File: config.mk
export PLATFORM = sky130hd
export DESIGN_NAME = sum_result_buffer_flat
export DESIGN_NICKNAME = d
export VERILOG_FILES = /design/src/rtl/sum_pkg.sv /design/src/rtl/sum_result_buffer_if.sv /design/src/rtl/sync_fifo.sv /design/src/rtl/sum_result_buffer.sv /design/src/flat_wrapper.sv
export SDC_FILE = /design/constraint.sdc
export NUM_CORES = 1
export LEC_CHECK = 0
export CELL_PAD_IN_SITES_DETAIL_PLACEMENT = 1
export CELL_PAD_IN_SITES_GLOBAL_PLACEMENT = 2
export CORE_ASPECT_RATIO = 1.2
export CORE_MARGIN = 10
export CORE_UTILIZATION = 38
export DETAILED_ROUTE_END_ITERATION = 10
export PLACE_DENSITY_LB_ADDON = 0.1
export SETUP_SLACK_MARGIN = 0.1
export SLEW_MARGIN = 20
export SYNTH_ARGS = -nofsm -noshare
export SYNTH_HDL_FRONTEND = slang
export SYNTH_SLANG_ARGS = --single-unit
File: constraint.sdc
create_clock -name clk -period 4 [get_ports clk]
set_input_delay 0.6 -clock clk [delete_from_list [all_inputs] [get_ports clk]]
set_output_delay 0.6 -clock clk [all_outputs]
set_load 0.1 [all_outputs]
File: src/rtl/sum_pkg.sv
// Shared constants and helpers for the adder sum result buffer.
// Defaults match the 8-bit operand adder feeding this stage.
package sum_pkg;

   localparam int SUM_W          = 8;
   localparam int SUM_ACC_W      = 16;
   localparam int SUM_FIFO_DEPTH = 4;
   localparam int DROP_CNT_W     = 8;

   // Increment that sticks at all-ones instead of wrapping.
   function automatic logic [DROP_CNT_W-1:0] sat_inc(input logic [DROP_CNT_W-1:0] v);
      return (&v) ? v : v + 1'b1;
   endfunction

endpackage

File: src/rtl/sum_result_buffer_if.sv
// Host-facing bundle of the sum result buffer: sample input, drain port, accumulator status.
// The master drives samples and drains results; the slave is the buffer itself.
interface sum_result_buffer_if
   import sum_pkg::*;
#(
   parameter int DATA_W = SUM_W,
   parameter int DEPTH  = SUM_FIFO_DEPTH,
   parameter int ACC_W  = SUM_ACC_W
) ();

   localparam int CNT_W = $clog2(DEPTH + 1);

   logic                  in_valid;
   logic [DATA_W-1:0]     in_data;
   logic                  in_ready;
   logic                  out_valid;
   logic [DATA_W-1:0]     out_data;
   logic                  out_ready;
   logic                  acc_clear;
   logic [ACC_W-1:0]      acc_out;
   logic                  acc_ovf;
   logic [CNT_W-1:0]      count;
   logic [DROP_CNT_W-1:0] drop_cnt;

   modport master (
      output in_valid, in_data, out_ready, acc_clear,
      input  in_ready, out_valid, out_data, acc_out, acc_ovf, count, drop_cnt
   );

   modport slave (
      input  in_valid, in_data, out_ready, acc_clear,
      output in_ready, out_valid, out_data, acc_out, acc_ovf, count, drop_cnt
   );

endinterface

File: src/rtl/sync_fifo.sv
// Single-clock register-array FIFO with valid/ready on both sides and no in->out bypass.
// A full FIFO refuses writes even when a read happens in the same cycle.
module sync_fifo #(
   parameter int DATA_W = 8,
   parameter int DEPTH  = 4
) (
   input  logic                         clk,
   input  logic                         rst,
   input  logic                         wr_valid,
   input  logic [DATA_W-1:0]            wr_data,
   output logic                         wr_ready,
   output logic                         rd_valid,
   output logic [DATA_W-1:0]            rd_data,
   input  logic                         rd_ready,
   output logic [$clog2(DEPTH+1)-1:0]   count,
   output logic                         push
);

   localparam int PTR_W = $clog2(DEPTH);
   localparam int CNT_W = $clog2(DEPTH + 1);

   logic [DATA_W-1:0] mem [DEPTH];
   logic [PTR_W-1:0]  wr_ptr;
   logic [PTR_W-1:0]  rd_ptr;
   logic              pop;

   assign wr_ready = (count != CNT_W'(DEPTH));
   assign rd_valid = (count != '0);
   assign push     = wr_valid & wr_ready;
   assign pop      = rd_valid & rd_ready;
   assign rd_data  = mem[rd_ptr];

   // DEPTH is a power of two, so the pointers wrap DEPTH-1 -> 0 by overflow.
   always_ff @(posedge clk) begin
      if (rst) begin
         wr_ptr <= '0;
         rd_ptr <= '0;
         count  <= '0;
      end else begin
         if (push) wr_ptr <= wr_ptr + 1'b1;
         if (pop)  rd_ptr <= rd_ptr + 1'b1;
         case ({push, pop})
            2'b10:   count <= count + 1'b1;
            2'b01:   count <= count - 1'b1;
            default: count <= count;
         endcase
      end
   end

   // NOTE: the storage array has no reset; only pointers and count define what is valid,
   // so clearing it would just add a reset net to every storage flop.
   always_ff @(posedge clk) begin
      if (!rst && push) mem[wr_ptr] <= wr_data;
   end

endmodule

File: src/rtl/sum_result_buffer.sv
// Buffers adder sums in a FIFO for a host and keeps a running accumulation of accepted sums,
// with a sticky carry-out flag and a saturating count of samples refused while full.
module sum_result_buffer
   import sum_pkg::*;
#(
   parameter int DATA_W = SUM_W,
   parameter int DEPTH  = SUM_FIFO_DEPTH,
   parameter int ACC_W  = SUM_ACC_W
) (
   input  logic                clk,
   input  logic                rst,
   sum_result_buffer_if.slave  bus
);

   logic                  push;
   logic [ACC_W-1:0]      acc_q;
   logic                  ovf_q;
   logic [DROP_CNT_W-1:0] drop_q;
   logic [ACC_W-1:0]      acc_base;
   logic [ACC_W:0]        acc_sum;

   sync_fifo #(
      .DATA_W (DATA_W),
      .DEPTH  (DEPTH)
   ) u_fifo (
      .clk      (clk),
      .rst      (rst),
      .wr_valid (bus.in_valid),
      .wr_data  (bus.in_data),
      .wr_ready (bus.in_ready),
      .rd_valid (bus.out_valid),
      .rd_data  (bus.out_data),
      .rd_ready (bus.out_ready),
      .count    (bus.count),
      .push     (push)
   );

   // NOTE: combinational logic uses blocking '=' with a default first so no latch is inferred;
   // the registers below use non-blocking '<='.
   always_comb begin
      acc_base = acc_q;
      if (bus.acc_clear) acc_base = '0;
      // Clear-then-add: a clear in the same cycle as a push leaves just the new sample.
      acc_sum = {1'b0, acc_base} + {{(ACC_W - DATA_W + 1){1'b0}}, bus.in_data};
   end

   always_ff @(posedge clk) begin
      if (rst) begin
         acc_q  <= '0;
         ovf_q  <= 1'b0;
         drop_q <= '0;
      end else begin
         if (push) begin
            acc_q <= acc_sum[ACC_W-1:0];
            ovf_q <= (ovf_q & ~bus.acc_clear) | acc_sum[ACC_W];
         end else if (bus.acc_clear) begin
            acc_q <= '0;
            ovf_q <= 1'b0;
         end
         if (bus.in_valid && !bus.in_ready) drop_q <= sat_inc(drop_q);
      end
   end

   assign bus.acc_out  = acc_q;
   assign bus.acc_ovf  = ovf_q;
   assign bus.drop_cnt = drop_q;

endmodule

File: src/flat_wrapper.sv
// flat-port wrapper written by rule: the top's interface ports become plain ports
module sum_result_buffer_flat import sum_pkg::*;
#(
   parameter int DATA_W = SUM_W,
   parameter int DEPTH  = SUM_FIFO_DEPTH,
   parameter int ACC_W  = SUM_ACC_W
)
  (clk, rst, bus_in_valid, bus_in_data, bus_out_ready, bus_acc_clear, bus_in_ready, bus_out_valid, bus_out_data, bus_acc_out, bus_acc_ovf, bus_count, bus_drop_cnt);
  sum_result_buffer_if #(.DATA_W(DATA_W), .DEPTH(DEPTH), .ACC_W(ACC_W)) bus_i ();
  input  logic clk;
  input  logic rst;
  input wire logic [$bits(bus_i.in_valid)-1:0] bus_in_valid;
  input wire logic [$bits(bus_i.in_data)-1:0] bus_in_data;
  input wire logic [$bits(bus_i.out_ready)-1:0] bus_out_ready;
  input wire logic [$bits(bus_i.acc_clear)-1:0] bus_acc_clear;
  output wire logic [$bits(bus_i.in_ready)-1:0] bus_in_ready;
  output wire logic [$bits(bus_i.out_valid)-1:0] bus_out_valid;
  output wire logic [$bits(bus_i.out_data)-1:0] bus_out_data;
  output wire logic [$bits(bus_i.acc_out)-1:0] bus_acc_out;
  output wire logic [$bits(bus_i.acc_ovf)-1:0] bus_acc_ovf;
  output wire logic [$bits(bus_i.count)-1:0] bus_count;
  output wire logic [$bits(bus_i.drop_cnt)-1:0] bus_drop_cnt;
  assign bus_i.in_valid = bus_in_valid;
  assign bus_i.in_data = bus_in_data;
  assign bus_i.out_ready = bus_out_ready;
  assign bus_i.acc_clear = bus_acc_clear;
  assign bus_in_ready = bus_i.in_ready;
  assign bus_out_valid = bus_i.out_valid;
  assign bus_out_data = bus_i.out_data;
  assign bus_acc_out = bus_i.acc_out;
  assign bus_acc_ovf = bus_i.acc_ovf;
  assign bus_count = bus_i.count;
  assign bus_drop_cnt = bus_i.drop_cnt;
  sum_result_buffer #(.DATA_W(DATA_W), .DEPTH(DEPTH), .ACC_W(ACC_W)) u_core (.clk(clk), .rst(rst), .bus(bus_i));
endmodule
Yosys cells after proc, flatten, opt, wreduce, memory -nomap -nowiden
Memory sizes are Yosys's and may differ from the RTL's. A register that Yosys moved wholly into a read port is not among the register bits.
Index checks and enable logic that the tools add are counted.
- latch bits: 0
- register bits: 32
- output and inout bits: 38
- ROM bits: 0
- RAM bits: 32
- memories kept: 1
- bits of input ports: 13
- logic and storage cells: 40
- memories (memory ; depth ; bits a word ; rd ports ; clocked after memory_dff ; wr ports ; line ; text):
    u_core.u_fifo.mem ; 4 ; 8 ; 1 ; 1 ; 1 ; sync_fifo.sv:22 ; logic [DATA_W-1:0] mem [DEPTH];
- reductions and logical operators: 9
- $mul: 0
- multiplexer cells: 9
- bitwise logic cells: 6
- equality and inequality tests: 3
- div/mod/pow operators: 0
- order comparisons: 0
- shifts and indexed selects: 0
- add/sub/neg operators: 6
- operator list (cell ; number):
    two-way mux 16 bit ; 2
    adder 16 x 8 -> 17 bit ; 1
    adder 8 x 1 -> 8 bit, second input constant ; 1
    AND reduction 8 bit ; 1
    one-hot mux 3 bit (2 select lines) ; 1
    adder 2 x 1 -> 2 bit, second input constant ; 2
    two-way mux 1 bit ; 4
    two-way mux 2 bit ; 2
    nonzero test 2 bit ; 2
    adder 3 x 1 -> 3 bit, second input constant ; 1
    AND 1 bit ; 3
    != test 3 bit, second input constant ; 1
    nonzero test 3 bit ; 1
    subtractor 3 x 1 -> 3 bit, second input constant ; 1
    equality test 2 x 1 -> 1 bit, second input constant ; 1
    equality test 2 bit, second input constant ; 1
    logical AND 1 bit ; 2
    zero test 1 bit ; 2
    NOT 1 bit ; 2
    AND reduction 2 bit ; 1
    bitwise OR 1 bit ; 1

Depth between registers and ports, before layout
Gate-level depths: netlist of the first run.
- depth after elaboration: 5
- gate-level depth with buffers: 11
- mapped depth without buffers: 9

By module
A second synthesis of the first run with hierarchy kept.
- cells, all modules: 274
- area, all modules: 3223.1 um2
- modules (own cells, without submodules) (module ; cells an instance ; instances ; sequential area each (um2) ; area an instance (um2)):
    sync_fifo ; 93 ; 1 ; 1141.1 ; 1644.1
    sum_result_buffer ; 181 ; 1 ; 500.5 ; 1579.0

Worst setup path after synthesis of the first run
No wires, ideal clock.
- kind: flip-flop to flip-flop
- from: reg u_core.u_fifo.count[2]
- to: reg u_core.u_fifo.count[2]
- required time: 3.930 ns
- arrival: 3.276 ns
- slack: 0.653 ns
- path buffers: 2
- clock period less this slack: 3.347 ns
- setup time: 0.070 ns
- cell stages (with the launch flop): 12
- cell sequence: dfxtp_1 -> or3b_4 -> and2_4 -> buf_6 -> inv_6 -> buf_12 -> ha_1 -> inv_1 -> fa_1 -> xor2_1 -> or3_1 -> a21oi_1
- longest elaborated chain between the ends: 4
- elaborated cells between the ends (all ways): 10
- classes of those cells: 2 x add/sub; 3 x eq/ne; 1 x mux; 2 x bitwise; 2 x reduce/logical
- RTL lines (what ; line ; text):
    from (decl) ; sync_fifo.sv:15 ; output logic [$clog2(DEPTH+1)-1:0] count,
    from (signal assigned) ; sync_fifo.sv:43 ; 2'b10: count <= count + 1'b1;
    from (signal assigned) ; sync_fifo.sv:44 ; 2'b01: count <= count - 1'b1;
    from (signal assigned) ; sync_fifo.sv:45 ; default: count <= count;
    != test 3 bit * ; sync_fifo.sv:27 ; assign wr_ready = (count != CNT_W'(DEPTH));
    net bus_in_ready ; flat_wrapper.sv:16 ; output wire logic [$bits(bus_i.in_ready)-1:0] bus_in_ready;
    AND 1 bit * ; sync_fifo.sv:29 ; assign push = wr_valid & wr_ready;
    equality test 2 x 1 -> 1 bit or equality test 2 bit (tied branches) ; sync_fifo.sv:42 ; case ({push, pop})
    one-hot mux 3 bit (2 select lines) or nonzero test 2 bit (tied branches) ; - ;
Mark *: on every way through the listed nets, which the timed path passes. The rest lies on a longest branch.
A chain may end at the register's enable or synchronous reset.

==> flow_summary.ini, run 1 <==
[hold_path]
hold_path.class = register to register
worstHoldStart = u_core.bus.acc_ovf
worst_hold_path.num_cells = 2
timing.hold.worst_endpoint = u_core.bus.acc_ovf

[clocking]
cts.sink_count = 66
worstSkewPairLatency_ns = 0.34
tritoncts_buffers = 9
clock_tree.htree_level_count = 3
cts.path.max_buffers = 2
hold_buffers = 0
tritoncts_clock_tree = yes
cts.root.buffer_cell = sky130_fd_sc_hd__clkbuf_8
postCtsResizedCells = 0
cts_setup_buffers = 0
clkSlewWorstSetupHoldPaths_ns = 0.08

[drt]
antenna_left = 0
avgViaCountPerCell = 5.06
route.final.wire_length_um = 7540
dr_total_vias = 2265
detailedRoute.firstIterationViolations = 96
drt_drc_violations_left = 0
wl_per_cell_um = 16.8
drt_pass_1_iters = 4

[logic_synthesis]
post_synth_num_cell_types = 49
cell_area_after_synthesis_um2 = 3190
synth_largest_area_cell = sky130_fd_sc_hd__edfxtp_1
async_flop_share_pct = 0
ys_dominant_reg_cell = sky130_fd_sc_hd__dfxtp_1
synth_fp_nets = 306
syn_inst = 277
top_cell_type_s_share_of_synthesized_area_pct = 30.2
synth.ff_latch_count = 66
yosysMostFrequentCell = sky130_fd_sc_hd__dfxtp_1
synthTopCellsByCount = sky130_fd_sc_hd__dfxtp_1 (34), sky130_fd_sc_hd__edfxtp_1 (32), sky130_fd_sc_hd__nand2_1 (21), sky130_fd_sc_hd__nor2_1 (19), sky130_fd_sc_hd__a21oi_1 (16)
synth_area_per_cell_um2 = 11.5
yosysSeqAreaShare_pct = 51.5
edff_count_synth = 32
ys_top_cells_by_area = sky130_fd_sc_hd__edfxtp_1 (30%), sky130_fd_sc_hd__dfxtp_1 (21%), sky130_fd_sc_hd__mux4_2 (5.7%)
synthesis.yosys.warnings = 0

[grt]
grt_pass1_wl_um = 12600
first_global_vias = 2428
largest_net_degree_at_the_start_of_global_routing = 36
grt_overflow_total = 0
number_of_antenna_violations_at_the_first_check_in_global_routing = 0
grtUsageTotal_pct = 12.4

[worst_setup_path]
setup.worst_path.end_class = output pin
critPathBufInv = 1
crit_family = buffers and inverters
worstSetupPathType = register to output pin
critPathMaxStageDelay_ns = 0.98
timing.critical_path.slowest_stage_cell = sky130_fd_sc_hd__clkdlybuf4s50_1
worst_setup_slack_for_register_to_register_paths_ns = 1.36
path_max_fanout = 8
regToRegEndpoint = u_core.u_fifo.count[2]
crit_path_cell_trace = mux4_2, clkdlybuf4s50_1
worst-r2r-cell-count = 9
worstReg2RegStart = u_core.u_fifo.count[2]
critPathRequiredTime_ns = 3.40
crit_path_dat_ns = 2.57
startpoint_type = register

[die]
die_h_um = 120
boundaryPins = 51
initial_utilization_pct = 39.1
core_um2 = 8150
die-width_um = 104
fp-row-count = 36
die_area_um2 = 12500

[placed_design]
io_buffers = 50
gp_congestion = 0.782
detailed_place_hpwl_um = 5600

[power_and_ir_drop]
static-leakage-power_nw = 1.43
powerDensity_nw_per_um2 = 607
vdd_ir_drop_max_mv = 0.370

[finish]
fin_nets = 358
area.growth.synth_to_final_pct = 25.8
layout_cell_share_with_drive_strength_beyond_1_pct = 9.88
fin_util_pct = 49.2
antenna_cells_inserted = 0

[timing]
final.period_utilization_pct = 79.2
timing.slew.headroom_pct = 34.5
timing.setup.tns_ns = 0
finalWorstPathRequiredPeriod_ns = 3.17
hold_violations = 0
tightest_slew_ns = 0.980
timing.final.max_slew_violations = 0
fmax_ghz = 0.316
setup_violations = 0
worst_clock_skew_ns = 0.0131
rsz0062_at_grt = false

[outcome]
run_status = completed

[flow_run]
drv_cap = 0
## tightest hold or removal path, cell delays in order (launching register included)
cell and delay [ns]:
sky130_fd_sc_hd__dfxtp_1 0.32, sky130_fd_sc_hd__nand2_1 0.05, sky130_fd_sc_hd__o31ai_1 0.05
## power breakdown
group / leakage (nW) / switching (mW) / internal [mW]
clock network: 0.115 / 0.260 / 0.391
logic: 0.749 / 0.682 / 0.266
registers: 0.567 / 0.0660 / 0.768
total: 1.43 / 1.01 / 1.43
## layout make-up
cell class / instances / area, µm²
clock buffer: 11 / 153
clock inverter: 5 / 85.1
fill: 888 / 4140
inverter: 12 / 50.0
multi-input combinational: 188 / 1420
sequential: 66 / 1640
tap: 114 / 143
timing repair buffer: 52 / 515
## kinds of logic after synthesis
family	share of synthesized area, %
adder cells (fa/ha/maj)	6.75
AO/OA/AOI/OAI	10.8
buffers and inverters	3.89
flip-flops	51.5
AND/OR/NAND/NOR	15.1
multiplexers	9.23
XOR/XNOR	2.75
## per-stage QoR
| stage | cells | setup slack, ns | total power, mW | hold slack (ns) | cell area, µm² |
|---|---|---|---|---|---|
| after floorplan | 277 | 0.653 | 1.60 | 0.469 | 3190 |
| after global placement | 432 | 0.838 | 1.80 | 0.442 | 3770 |
| after detailed placement | 432 | 0.776 | 1.81 | 0.462 | 3770 |
| after CTS | 448 | 0.760 | 2.47 | 0.474 | 4010 |
| after global routing | 448 | 0.708 | 2.55 | 0.513 | 4010 |
| final | 448 | 0.831 | 2.43 | 0.466 | 4010 |
## registers in the layout, summed over array words and instances, names as in the netlist, named ones only
register	count
u_core.u_fifo.count	3
u_core.u_fifo.wr_ptr	2
u_core.u_fifo.mem	32
u_core.bus.acc_out	16
u_core.bus.acc_ovf	1
u_core.bus.drop_cnt	8
u_core.u_fifo.rd_ptr	2
## per-layer routing
metal	up-vias	GRT usage [%]	routed length, µm
met5	-	0	0
met3	7	4.25	444
met4	0	4.24	97
met2	47	20.9	3700
li1	1131	-	-
met1	1080	14.3	3300
## how the worst max path moves through the flow
| stage | startpoint | end | cells past startpoint |
|---|---|---|---|
| 3_5_place_dp | bus_acc_clear | u_core.bus.acc_out[7] | 7 |
| 4_1_cts | register | bus_out_data[6] | 2 |
| 3_3_place_gp | bus_acc_clear | u_core.bus.acc_out[7] | 7 |
| 5_1_grt | register | bus_out_data[7] | 2 |
| 6_report | register | bus_out_data[6] | 2 |
| 2_1_floorplan | u_core.u_fifo.count[2] | u_core.u_fifo.count[2] | 11 |
## cell usage in the layout, fill, tap and decap left out, types with 2 or more instances in the layout
cell type,n
sky130_fd_sc_hd__edfxtp_1,32
sky130_fd_sc_hd__o2111ai_1,3
sky130_fd_sc_hd__o211ai_1,5
sky130_fd_sc_hd__nand2_1,21
sky130_fd_sc_hd__clkbuf_8,9
sky130_fd_sc_hd__clkdlybuf4s50_1,50
sky130_fd_sc_hd__o31ai_1,3
sky130_fd_sc_hd__mux4_2,8
sky130_fd_sc_hd__a21o_1,5
sky130_fd_sc_hd__dfxtp_1,34
sky130_fd_sc_hd__nand3_1,15
sky130_fd_sc_hd__and2b_1,2
sky130_fd_sc_hd__mux2_2,3
sky130_fd_sc_hd__or3_1,5
sky130_fd_sc_hd__fa_1,2
sky130_fd_sc_hd__clkinv_4,2
sky130_fd_sc_hd__xnor2_1,4
sky130_fd_sc_hd__buf_4,2
sky130_fd_sc_hd__a2111o_1,2
sky130_fd_sc_hd__a211oi_1,5
sky130_fd_sc_hd__or4_1,2
sky130_fd_sc_hd__xor2_1,6
sky130_fd_sc_hd__and2_1,2
sky130_fd_sc_hd__nor2b_1,8
sky130_fd_sc_hd__mux2i_1,8
sky130_fd_sc_hd__a21oi_1,16
sky130_fd_sc_hd__nor2_1,19
sky130_fd_sc_hd__ha_1,14
sky130_fd_sc_hd__and3_1,5
sky130_fd_sc_hd__bufinv_16,2
sky130_fd_sc_hd__nand4_1,3
sky130_fd_sc_hd__o21ai_0,8
sky130_fd_sc_hd__inv_1,10
Power figures use the tool's default switching activity.
==> run 2: changes to the inputs <==
--- a/config.mk
+++ b/config.mk
@@ -9,7 +9,7 @@
 export CELL_PAD_IN_SITES_GLOBAL_PLACEMENT = 2
 export CORE_ASPECT_RATIO = 1.2
 export CORE_MARGIN = 10
-export CORE_UTILIZATION = 38
+export CORE_UTILIZATION = 32
 export DETAILED_ROUTE_END_ITERATION = 10
 export PLACE_DENSITY_LB_ADDON = 0.1
 export SETUP_SLACK_MARGIN = 0.1
==> constraint.sdc (replaced) <==
create_clock -name clk -period 2.87 [get_ports clk]
set_input_delay 0.4305 -clock clk [delete_from_list [all_inputs] [get_ports clk]]
set_output_delay 0.4305 -clock clk [all_outputs]
set_load 0.1 [all_outputs]
==> run 2 against run 1 <==
Compared with the run above: count of clock-buffer cells in the layout grew 1; power grew 49%; critical path type is now input port to register; critical endpoint is now u_core.bus.acc_out[11]; non-clock buffer count increased by 14; worst setup slack worse by 0.52 ns; critical path depth is 6 higher; wire length is 10% higher; sequential cell count is the same; first-iteration DRC count down 36%; register-to-register slack worse by 0.80 ns; via count increased by 4.5%; largest cell class unchanged; sequential share of layout area shrank 0.95 points; die area increased by 15%.
==> flow_summary.ini, run 2 (synthesized netlist as in run 1, its figures left out) <==
[outcome]
run_status = completed

[timing]
timing.setup.tns_ns = 0
worst_clock_skew_ns = 0.00682
setup_violations = 0
worst_hold_slack_ns = 0.478
finalWorstPathRequiredPeriod_ns = 2.56
timing.final.max_slew_violations = 0
final.period_utilization_pct = 89.2
tightest_slew_ns = 0.536
timing.slew.headroom_pct = 64.2
fmax_ghz = 0.391
rsz0062_at_grt = false
hold_violations = 0

[worst_setup_path]
worst_setup_slack_for_register_to_register_paths_ns = 0.56
crit_path_dat_ns = 2.83
critPathRequiredTime_ns = 3.13
worst-r2r-cell-count = 9
worstSetupPathType = input port to register
path_max_fanout = 5
regToRegEndpoint = u_core.u_fifo.count[2]
crit_path_frequent_cell = sky130_fd_sc_hd__a211oi_1
worstReg2RegStart = u_core.u_fifo.count[1]
setup.worst_path.end_class = register
critPathBufInv = 2
crit_path_cell_trace = clkdlybuf4s50_1, and2b_1, ha_1, a211oi_1, buf_4, or4_4, a211oi_1, mux2i_1
cp_num_cells = 8
timing.critical_path.slowest_stage_cell = sky130_fd_sc_hd__clkdlybuf4s50_1
crit_family = simple AND/OR/NAND/NOR gates
setup.worst_path.end = u_core.bus.acc_out[11]
critPathMaxStageDelay_ns = 0.60
startpoint_type = input port
critical_path.startpoint = bus_acc_clear

[placed_design]
place_area_um2 = 3810
gp_congestion = 0.762
io_buffers = 50
detailed_place_hpwl_um = 6120

[power_and_ir_drop]
fin_total_pwr_mw = 3.63
static-leakage-power_nw = 1.59
powerDensity_nw_per_um2 = 882
vdd_ir_drop_max_mv = 0.357

[clocking]
cts.root.buffer_cell = sky130_fd_sc_hd__clkbuf_16
clkSlewWorstSetupHoldPaths_ns = 0.06
postCtsResizedCells = 0
clock_tree.htree_level_count = 3
cts.path.max_buffers = 2
tritoncts_clock_tree = yes
tritoncts_buffers = 9
hold_buffers = 0
cts.sink_count = 66
cts_setup_buffers = 0
worstSkewPairLatency_ns = 0.33

[grt]
first_global_vias = 2643
grtUsageTotal_pct = 11.9
grt_overflow_total = 0
number_of_antenna_violations_at_the_first_check_in_global_routing = 0
largest_net_degree_at_the_start_of_global_routing = 35
grt_pass1_wl_um = 13800

[hold_path]
worst_hold_path.num_cells = 2
hold_path.class = register to register

[die]
boundaryPins = 51
fp-row-count = 39
core_um2 = 9610
initial_utilization_pct = 33.2
die-width_um = 111
die_h_um = 129
die_area_um2 = 14400

[flow_run]
drv_cap = 0

[drt]
avgViaCountPerCell = 5.03
detailedRoute.firstIterationViolations = 61
wl_per_cell_um = 17.6
dr_total_vias = 2367
drt_pass_1_iters = 4
antenna_left = 0
route.final.wire_length_um = 8300
drt_drc_violations_left = 0

[finish]
area.growth.synth_to_final_pct = 29.3
fin_nets = 372
layout_cell_share_with_drive_strength_beyond_1_pct = 25.9
antenna_cells_inserted = 0
fin_util_pct = 42.9
max_flop_register = u_core.u_fifo.mem
finish.instance_area_um2 = 4120
largest_register_ffs = 32
layout.cells.most_common = sky130_fd_sc_hd__buf_4
layout.cells.most_common_list = sky130_fd_sc_hd__buf_4 (54), sky130_fd_sc_hd__edfxtp_1 (32), sky130_fd_sc_hd__dfxtp_1 (31), sky130_fd_sc_hd__nand2_1 (21), sky130_fd_sc_hd__nor2_1 (19)
[run 2: cell types whose count changed in the layout (fill, tap and decap cells not counted), sizes merged]
cell,before,now
clkdlybuf4s50,50,12
buf,2,54
clkinv,3,2
clkinvlp,1,2
clkbuf,11,12
bufinv,2,1
[run 2: cell type report]
type                            instances  area, µm²
Timing Repair Buffer                   66        526
Clock buffer                           12        256
Tap cell                              123        154
Fill cell                            1062       5490
Inverter                               12       50.0
Multi-Input combinational cell        188       1440
Sequential cell                        66       1650
Clock inverter                          4       50.0
[run 2: worst min path at each step]
stage / from / endpoint / slack [ns]
CTS: u_core.bus.acc_ovf / u_core.bus.acc_ovf / 0.48
global route: u_core.bus.drop_cnt[5] / u_core.bus.drop_cnt[5] / 0.53
floorplan: u_core.u_fifo.wr_ptr[1] / u_core.u_fifo.wr_ptr[1] / 0.47
detailed placement: u_core.bus.acc_ovf / u_core.bus.acc_ovf / 0.47
global placement: u_core.bus.acc_ovf / u_core.bus.acc_ovf / 0.47
finish: u_core.bus.acc_ovf / u_core.bus.acc_ovf / 0.48
[run 2: tightest hold or removal path, cell delays in order (launching register included)]
cell and delay (ns):
sky130_fd_sc_hd__dfxtp_1 0.32, sky130_fd_sc_hd__nand2_1 0.06, sky130_fd_sc_hd__o31ai_1 0.05
[run 2: layer usage]
layer,vias up,track usage (%),routed length [µm]
met5,-,0,0
li1,1165,-,-
met2,46,20.2,4010
met3,9,4.43,469
met1,1147,13.6,3720
met4,0,4.31,100
[run 2: report_power, final]
part / internal (mW) / leakage [nW] / switching (mW)
combinational: 0.369 / 0.878 / 0.964
sequential: 1.08 / 0.569 / 0.0948
clock: 0.718 / 0.145 / 0.409
[run 2: stage by stage]
step / instances / setup WS (ns)
detailed placement: 455 / -0.0194
CTS: 471 / 0.302
finish: 471 / 0.310
floorplan: 277 / 0.130
global placement: 455 / 0.0308
global route: 471 / 0.133
==> run 3: changes to the inputs <==
--- a/config.mk
+++ b/config.mk
@@ -13,7 +13,6 @@
 export DETAILED_ROUTE_END_ITERATION = 10
 export PLACE_DENSITY_LB_ADDON = 0.1
 export SETUP_SLACK_MARGIN = 0.1
-export SLEW_MARGIN = 20
 export SYNTH_ARGS = -nofsm -noshare
 export SYNTH_HDL_FRONTEND = slang
 export SYNTH_SLANG_ARGS = --single-unit
==> results of run 3 <==
Same layout as run 2: the final DEF is identical, and so are final timing and power.
